===== src/rtl/pmem_burst_responder_pkg.sv =====
// Shared types and sizing for the physical-memory line responder.
// A 256-bit line is moved as a burst of 64-bit beats.
package pmem_burst_responder_pkg;
   localparam int ADDR_W      = 32;
   localparam int BEAT_W      = 64;
   localparam int BEATS       = 4;
   localparam int LINE_W      = BEAT_W * BEATS;
   localparam int OFFSET_BITS = 5;
   localparam int CNT_W       = $clog2(BEATS);

   typedef enum logic [1:0] {IDLE, RD_BURST, WR_BURST, RESP} pmem_resp_state_t;

   // Line base address: the in-line byte offset is forced to zero.
   function automatic logic [ADDR_W-1:0] line_base(input logic [ADDR_W-1:0] a);
      return a & ~ADDR_W'((1 << OFFSET_BITS) - 1);
   endfunction
endpackage


===== src/rtl/pmem_burst_responder_if.sv =====
// L2-side line port (pmem_*) and off-chip burst port (bmem_*) bundled together.
// slave = responder view, master = L2 + burst memory view.
interface pmem_burst_responder_if;
   import pmem_burst_responder_pkg::*;

   logic [ADDR_W-1:0] pmem_address;
   logic [LINE_W-1:0] pmem_wdata;
   logic              pmem_read;
   logic              pmem_write;
   logic              pmem_resp;
   logic [LINE_W-1:0] pmem_rdata;
   logic [ADDR_W-1:0] bmem_address;
   logic              bmem_read;
   logic              bmem_write;
   logic [BEAT_W-1:0] bmem_wdata;
   logic [BEAT_W-1:0] bmem_rdata;
   logic              bmem_resp;

   modport slave (
      input  pmem_address, pmem_wdata, pmem_read, pmem_write, bmem_rdata, bmem_resp,
      output pmem_resp, pmem_rdata, bmem_address, bmem_read, bmem_write, bmem_wdata
   );

   modport master (
      output pmem_address, pmem_wdata, pmem_read, pmem_write, bmem_rdata, bmem_resp,
      input  pmem_resp, pmem_rdata, bmem_address, bmem_read, bmem_write, bmem_wdata
   );
endinterface


===== src/rtl/pmem_burst_responder_burst_line_buffer.sv =====
// One-line staging register: whole-line load for writes, per-beat insert for
// read capture, per-beat extract feeding the write beat.
module burst_line_buffer #(
   parameter int BEAT_W = 64,
   parameter int BEATS  = 4
) (
   input  logic                       clk,
   input  logic                       rst_n,
   input  logic                       load_i,
   input  logic [BEATS*BEAT_W-1:0]    line_i,
   input  logic                       ins_i,
   input  logic [$clog2(BEATS)-1:0]   idx_i,
   input  logic [BEAT_W-1:0]          beat_i,
   output logic [BEATS*BEAT_W-1:0]    next_o,
   output logic [BEAT_W-1:0]          beat_o
);
   logic [BEATS-1:0][BEAT_W-1:0] line_q, line_d;

   always_comb begin
      line_d = line_q;
      if (load_i)     line_d = line_i;
      else if (ins_i) line_d[idx_i] = beat_i;
   end

   always_ff @(posedge clk or negedge rst_n) begin
      if (!rst_n) line_q <= '0;
      else        line_q <= line_d;
   end

   // next_o lets the caller snapshot a line the same cycle its last beat lands.
   assign next_o = line_d;
   assign beat_o = line_q[idx_i];
endmodule


===== src/rtl/pmem_burst_responder.sv =====
// Serves each 256-bit pmem line request as a 4-beat burst on bmem and pulses
// pmem_resp once per line. Holds the FSM, beat counter and address latch.
module pmem_burst_responder
   import pmem_burst_responder_pkg::*;
(
   input logic                     clk,
   input logic                     rst_n,
   pmem_burst_responder_if.slave   bus_if
);
   pmem_resp_state_t  state_q, state_d;
   logic [CNT_W-1:0]  cnt_q, cnt_d;
   logic [ADDR_W-1:0] addr_q, addr_d;
   logic              rd_q, rd_d;
   logic              wr_q, wr_d;
   logic [LINE_W-1:0] rdata_q;
   logic              load, ins, cap;
   logic [LINE_W-1:0] buf_next;
   logic [BEAT_W-1:0] buf_beat;

   always_comb begin
      state_d = state_q;
      cnt_d   = cnt_q;
      addr_d  = addr_q;
      rd_d    = rd_q;
      wr_d    = wr_q;
      load    = 1'b0;
      ins     = 1'b0;
      cap     = 1'b0;
      unique case (state_q)
         IDLE: begin
            cnt_d = '0;
            // Write has priority when both requests are up.
            if (bus_if.pmem_write) begin
               addr_d  = line_base(bus_if.pmem_address);
               load    = 1'b1;
               wr_d    = 1'b1;
               state_d = WR_BURST;
            end else if (bus_if.pmem_read) begin
               addr_d  = line_base(bus_if.pmem_address);
               rd_d    = 1'b1;
               state_d = RD_BURST;
            end
         end
         RD_BURST: begin
            if (bus_if.bmem_resp) begin
               ins   = 1'b1;
               cnt_d = cnt_q + CNT_W'(1);
               if (cnt_q == CNT_W'(BEATS - 1)) begin
                  cap     = 1'b1;
                  rd_d    = 1'b0;
                  state_d = RESP;
               end
            end
         end
         WR_BURST: begin
            if (bus_if.bmem_resp) begin
               cnt_d = cnt_q + CNT_W'(1);
               if (cnt_q == CNT_W'(BEATS - 1)) begin
                  wr_d    = 1'b0;
                  state_d = RESP;
               end
            end
         end
         RESP:    state_d = IDLE;
         default: state_d = IDLE;
      endcase
   end

   always_ff @(posedge clk or negedge rst_n) begin
      if (!rst_n) begin
         state_q <= IDLE;
         cnt_q   <= '0;
         addr_q  <= '0;
         rd_q    <= 1'b0;
         wr_q    <= 1'b0;
         rdata_q <= '0;
      end else begin
         state_q <= state_d;
         cnt_q   <= cnt_d;
         addr_q  <= addr_d;
         rd_q    <= rd_d;
         wr_q    <= wr_d;
         if (cap) rdata_q <= buf_next;
      end
   end

   burst_line_buffer #(.BEAT_W(BEAT_W), .BEATS(BEATS)) u_line_buf (
      .clk    (clk),
      .rst_n  (rst_n),
      .load_i (load),
      .line_i (bus_if.pmem_wdata),
      .ins_i  (ins),
      .idx_i  (cnt_q),
      .beat_i (bus_if.bmem_rdata),
      .next_o (buf_next),
      .beat_o (buf_beat)
   );

   assign bus_if.pmem_resp    = (state_q == RESP);
   assign bus_if.pmem_rdata   = rdata_q;
   assign bus_if.bmem_address = addr_q;
   assign bus_if.bmem_read    = rd_q;
   assign bus_if.bmem_write   = wr_q;
   assign bus_if.bmem_wdata   = buf_beat;
endmodule


===== src/flat_wrapper.sv =====
// flat-port wrapper written by rule: the top's interface ports become plain ports
module pmem_burst_responder_flat import pmem_burst_responder_pkg::*;
  (clk, rst_n, bus_if_pmem_address, bus_if_pmem_wdata, bus_if_pmem_read, bus_if_pmem_write, bus_if_bmem_rdata, bus_if_bmem_resp, bus_if_pmem_resp, bus_if_pmem_rdata, bus_if_bmem_address, bus_if_bmem_read, bus_if_bmem_write, bus_if_bmem_wdata);
  pmem_burst_responder_if bus_if_i ();
  input logic clk;
  input logic rst_n;
  input wire logic [$bits(bus_if_i.pmem_address)-1:0] bus_if_pmem_address;
  input wire logic [$bits(bus_if_i.pmem_wdata)-1:0] bus_if_pmem_wdata;
  input wire logic [$bits(bus_if_i.pmem_read)-1:0] bus_if_pmem_read;
  input wire logic [$bits(bus_if_i.pmem_write)-1:0] bus_if_pmem_write;
  input wire logic [$bits(bus_if_i.bmem_rdata)-1:0] bus_if_bmem_rdata;
  input wire logic [$bits(bus_if_i.bmem_resp)-1:0] bus_if_bmem_resp;
  output wire logic [$bits(bus_if_i.pmem_resp)-1:0] bus_if_pmem_resp;
  output wire logic [$bits(bus_if_i.pmem_rdata)-1:0] bus_if_pmem_rdata;
  output wire logic [$bits(bus_if_i.bmem_address)-1:0] bus_if_bmem_address;
  output wire logic [$bits(bus_if_i.bmem_read)-1:0] bus_if_bmem_read;
  output wire logic [$bits(bus_if_i.bmem_write)-1:0] bus_if_bmem_write;
  output wire logic [$bits(bus_if_i.bmem_wdata)-1:0] bus_if_bmem_wdata;
  assign bus_if_i.pmem_address = bus_if_pmem_address;
  assign bus_if_i.pmem_wdata = bus_if_pmem_wdata;
  assign bus_if_i.pmem_read = bus_if_pmem_read;
  assign bus_if_i.pmem_write = bus_if_pmem_write;
  assign bus_if_i.bmem_rdata = bus_if_bmem_rdata;
  assign bus_if_i.bmem_resp = bus_if_bmem_resp;
  assign bus_if_pmem_resp = bus_if_i.pmem_resp;
  assign bus_if_pmem_rdata = bus_if_i.pmem_rdata;
  assign bus_if_bmem_address = bus_if_i.bmem_address;
  assign bus_if_bmem_read = bus_if_i.bmem_read;
  assign bus_if_bmem_write = bus_if_i.bmem_write;
  assign bus_if_bmem_wdata = bus_if_i.bmem_wdata;
  pmem_burst_responder u_core (.clk(clk), .rst_n(rst_n), .bus_if(bus_if_i));
endmodule

===== config.mk =====
export PLATFORM = sky130hd
export DESIGN_NAME = pmem_burst_responder_flat
export DESIGN_NICKNAME = d
export VERILOG_FILES = /design/src/rtl/pmem_burst_responder_pkg.sv /design/src/rtl/pmem_burst_responder_if.sv /design/src/rtl/pmem_burst_responder_burst_line_buffer.sv /design/src/rtl/pmem_burst_responder.sv /design/src/flat_wrapper.sv
export SDC_FILE = /design/constraint.sdc
export NUM_CORES = 1
export LEC_CHECK = 0
export BUFFER_PORTS_ARGS = -buffer_cell sky130_fd_sc_hd__buf_2
export CORE_AREA = 2 2 277 279
export CTS_BUF_LIST = sky130_fd_sc_hd__clkbuf_4 sky130_fd_sc_hd__clkbuf_8
export CTS_CLUSTER_DIAMETER = 200
export DETAILED_ROUTE_END_ITERATION = 10
export DIE_AREA = 0 0 279 281
export SETUP_SLACK_MARGIN = 0.02
export SLEW_MARGIN = 30
export SYNTH_ARGS = -nofsm -noshare
export SYNTH_HDL_FRONTEND = slang
export SYNTH_SLANG_ARGS = --single-unit

===== constraint.sdc =====
create_clock -name clk -period 3.57 [get_ports clk]
set_input_delay 0.8925 -clock clk [delete_from_list [all_inputs] [get_ports clk]]
set_output_delay 0.8925 -clock clk [all_outputs]
set_load 0.03 [all_outputs]

# == Word-level counts from Yosys, hierarchy flattened ==
# Cells that the tools add are included.
# word_totals
ff_bits,550
latch_bits,0
mem_bits_rw,0
rom_bits,0
inputBits,357
word_cells,69
n_memories,0
# op_classes
add_sub_neg,1
mul,0
n_div,0
magnitude_cmp,2
eq_ne,14
n_shift,0
n_mux,30
bitwise,0
reduce_logical,12
# op_table
operator,n
2-to-1 mux 256 bit,2
bitwise mux 256 bit,1
binary-select mux 64 bit (select 2 bit),1
demux 64 bit (select 2 bit),1
2-to-1 mux 64 bit,2
2-to-1 mux 32 bit,2
2-to-1 mux 1 bit,12
2-to-1 mux 2 bit,5
inequality test 2 bit (second input constant),5
inequality test 2 x 1 -> 1 bit (second input constant),4
nonzero test 2 bit,4
== test 2 bit (second input constant),3
one-hot mux 2 bit (3 select lines),1
AND reduction 5 bit,1
one-hot mux 1 bit (2 select lines),2
one-hot mux 2 bit (2 select lines),1
AND reduction 2 bit,2
AND reduction 4 bit,1
less-than comparator 2 x 3 -> 1 bit (second input constant),1
inequality test 3 bit (second input constant),1
AND reduction 3 bit,1
adder 2 x 1 -> 2 bit (second input constant),1
== test 2 x 1 -> 1 bit (second input constant),1
>= comparator 2 x 1 -> 1 bit (second input constant),1
3 further kinds,3

# == Depth between registers and ports, before layout ==
# logic_depth
depth_word,7
depth_mapped,9

# == Cells and area by module ==
# A second synthesis with hierarchy kept.
# unflattened
cells_unflattened,2123
area_unflattened_um2,25722.2
# by_module_without_submodules
mod,n_inst,cells_each,area_each_um2,seq_area_each_um2
burst_line_buffer,1,1480,13798.2,6406.1
pmem_burst_responder,1,643,11923.9,7231.9

# == Least setup slack after synthesis ==
# OpenSTA, ideal clock, no wires.
# synth_path
path_kind,register to output
from,reg u_core.cnt_q[0]
to,out bus_if_bmem_wdata[0]
arrival_time_ps,1547
required_time_ps,2678
setup_slack_ps,1130
path_stages_with_launch,4
n_path_buf,2
path_cell_list,dfrtp_1 -> buf_4 -> buf_2 -> mux4_2
# synth_via
elab_chain_cells,2
# synth_lines
element,line,source
from (decl),pmem_burst_responder.sv:11,"logic [CNT_W-1:0] cnt_q, cnt_d;"
from (signal assigned),pmem_burst_responder.sv:79,cnt_q <= cnt_d;
binary-select mux 64 bit (select 2 bit),pmem_burst_responder_burst_line_buffer.sv:32,assign beat_o = line_q[idx_i];
2-to-1 mux 64 bit (not written as such),pmem_burst_responder_burst_line_buffer.sv:32,
to (decl),flat_wrapper.sv:18,output wire logic [$bits(bus_if_i.bmem_wdata)-1:0] bus_if_bmem_wdata;
# No other way between the ends. The select of a mux whose other input is x is not followed.

# == Worst setup path in the final report ==
# layout_path
from,reg u_core.cnt_q[1]
to,out bus_if_bmem_wdata[44]
# The elaborated chain is that of the path after synthesis.

==> flow_summary.yaml <==
synth:
  synth-seq-cells: 545
  synthCells: 2231
  synth_area_um2: 26200
  seq_area_frac_synth_pct: 52.1
  yosysUniqueCellTypes: 33
  avgSynthCellArea_um2: 11.7
  ys_warn_count: 0
sta:
  max_freq_ghz: 0.308
  finalSetupViolCount: 0
  slew_headroom_pct: 36.0
  whs_ps: 201
  setup_slack_ps: 320
  final_max_slew_viol_count: 0
  min_period_over_period_pct: 91.0
  skew_ps: 33.2
  finalHoldViolations: 0
  rsz0062_at_grt: "false"
  fin_crit_ps: 3250
  setup_tns_ps: 0
  worstMarginPinSlew_ps: 960
critical_path:
  timing.rr.end: "u_core.bus_if.pmem_rdata[49]"
  cp-end-kind: "output pin"
  r2r-start: "u_core.state_q[1]"
  reg2reg_depth: 7
  path_cells: "buf_4 -> mux4_2 -> buf_2"
  crit_fanout: 22
  worst-setup-path-type: "flop to output pin"
  rrSetupSlack_ps: 750
  cp.arrival_ps: 2360
  start_kind: "flop"
  path_buf_inv: 2
  cp_top_family: "buffers and inverters"
  slowest_stage: "dfrtp_4"
  slowest_delay_ps: 610
  worstPathRequired_ps: 2680
clock_network:
  cts_resized: 0
  postCtsSetupBuffers: 0
  insertion_delay_ps: 680
  cts_buffers: 94
  h-tree-depth: 3
  cts_sinks: 545
  tritoncts: "done"
  cts_buffer_depth: 3
  clk_pin_slew_ps: 60
  cts-hold-fix-buffers: 0
  root_buffer: "clkbuf_8"
route:
  drt-total-wl_um: 92200
  initialDrtViolationCount: 1336
  route.detailed.wl_per_inst_um: 23.2
  drt_pass1_iterations: 8
  ant_nets: 0
  vias: 21300
  route.detailed.drc: 0
  avgViaCountPerCell: 5.36
finish:
  drive_gt1_share_pct: 45.3
  final_cell_mix: "buf_2, dfrtp_1, nor2_1, nand2_1, o31ai_1"
  final_nets: 3282
  final_common_cell: "buf_2"
  fillCellCount: 7308
  fin_cells: 3970
  final_area_um2: 32800
  area_growth_pct: 25.1
floorplanning:
  num_rows: 101
  die_h_um: 281
  start_util_pct: 34.7
  die-width_um: 279
  core_um2: 75400
  dieArea_um2: 78400
  io_pins: 712
status:
  status: "completed"
power_and_ir_drop:
  ir_drop_mv: 0.526
  power_leakage_nw: 14.7
  power.density_nw_per_um2: 1060
place:
  gp_congestion: 0.861
  placed_area_um2: 30700
  portBuffers: 701
  place_inst: 3795
  hpwlAfterDp_um: 63600
  place_ws_ps: 734
worst_hold_path:
  hp-class: "primary input to async pin"
global_route:
  track_usage_pct: 22.8
  grt_pass1_vias: 22100
  grt_max_degree: 126
  antenna_found_initial: 15
  overflow: 0
  grt_first_pass_wirelength_um: 136000
flow_run:
  drv_cap: 0
Yosys cell counts, drive strengths merged:
master / n / share of area, %
nor3: 2 / 0.038
conb: 1 / 0.014
nor2: 512 / 7.3
a22oi: 1 / 0.029
a221oi: 255 / 14
nand2b: 2 / 0.048
dfrtp: 545 / 52
mux2: 30 / 1.3
inv: 4 / 0.057
nand4: 1 / 0.024
mux2i: 3 / 0.11
o41ai: 1 / 0.033
xor2: 1 / 0.033
a211oi: 1 / 0.029
nand3: 7 / 0.37
nand2: 262 / 3.8
clkbuf: 61 / 0.87
mux4: 64 / 5.5
ha: 12 / 0.57
o31ai: 257 / 7.4
o2bb2ai: 2 / 0.067
o21ai: 2 / 0.053
and2: 68 / 1.9
buf: 136 / 4.0
and3: 1 / 0.024
state kept, by name (all words and copies together), names as in the netlist:
register	flops
u_core.bus_if.bmem_address	27
u_core.bus_if.bmem_write	1
u_core.cnt_q	2
u_core.u_line_buf.line_q	256
u_core.state_q	2
u_core.bus_if.bmem_read	1
u_core.bus_if.pmem_rdata	256
layer usage:
metal / track usage (%) / share of wire (%) / vias up
met3: 5.44 / 6.8 / 182
met5: 0 / 0.092 / -
met2: 38.6 / 49 / 813
met1: 28.0 / 40 / 10700
met4: 9.66 / 3.5 / 14
li1: - / - / 9591
worst max path at each step:
| stage | end | depth (start not counted) | slack, ps | startpoint |
|---|---|---|---|---|
| 3_5_place_dp | u_core.bus_if.pmem_rdata[52] | 7 | 730 | u_core.state_q[1] |
| 2_1_floorplan | bus_if_bmem_wdata[0] | 3 | 1130 | u_core.cnt_q[0] |
| 5_1_grt | bus_if_bmem_wdata[62] | 3 | 190 | u_core.cnt_q[1] |
| 6_report | bus_if_bmem_wdata[44] | 3 | 320 | u_core.cnt_q[1] |
| 3_3_place_gp | u_core.bus_if.pmem_rdata[180] | 5 | 750 | bus_if_bmem_resp |
| 4_1_cts | bus_if_bmem_wdata[62] | 3 | 170 | u_core.cnt_q[1] |
cell type report:
type	instances	area (um^2)	share of cell area, %
clock buffer	153	1930	5.89
tap	978	1220	3.73
antenna	7	17.5	0.0535
sequential	545	13600	41.6
clock inverter	15	115	0.351
multi-input combinational	1489	11300	34.5
inverter	4	15.0	0.0458
timing repair buffer	779	4520	13.8
stage by stage:
stage                     util (%)  total power [mW]
final                         43.4              34.6
after detailed placement      40.7              28.5
after global placement        40.7              28.4
after global routing          43.4              36.5
after CTS                     43.4              34.8
after floorplan                  -              23.2
report_power, final:
group | leakage [nW] | total [mW] | internal [mW] | switching (mW)
clock | 1.08 | 6.15 | 3.43 | 2.72
combinational | 7.03 | 17.1 | 6.30 | 10.8
sequential | 6.63 | 11.3 | 9.21 | 2.08
cell families after synthesis:
kind of cell / after synthesis / synth area share (%)
xor+xnor: 1 / 0.0334
simple gates: 855 / 13.5
buf+inv: 201 / 4.98
mux: 97 / 6.91
compound gates: 519 / 22.0
flops: 545 / 52.1
fa+ha+maj: 12 / 0.573
other cells: 1 / 0.0143
Power figures use the tool's default switching activity.
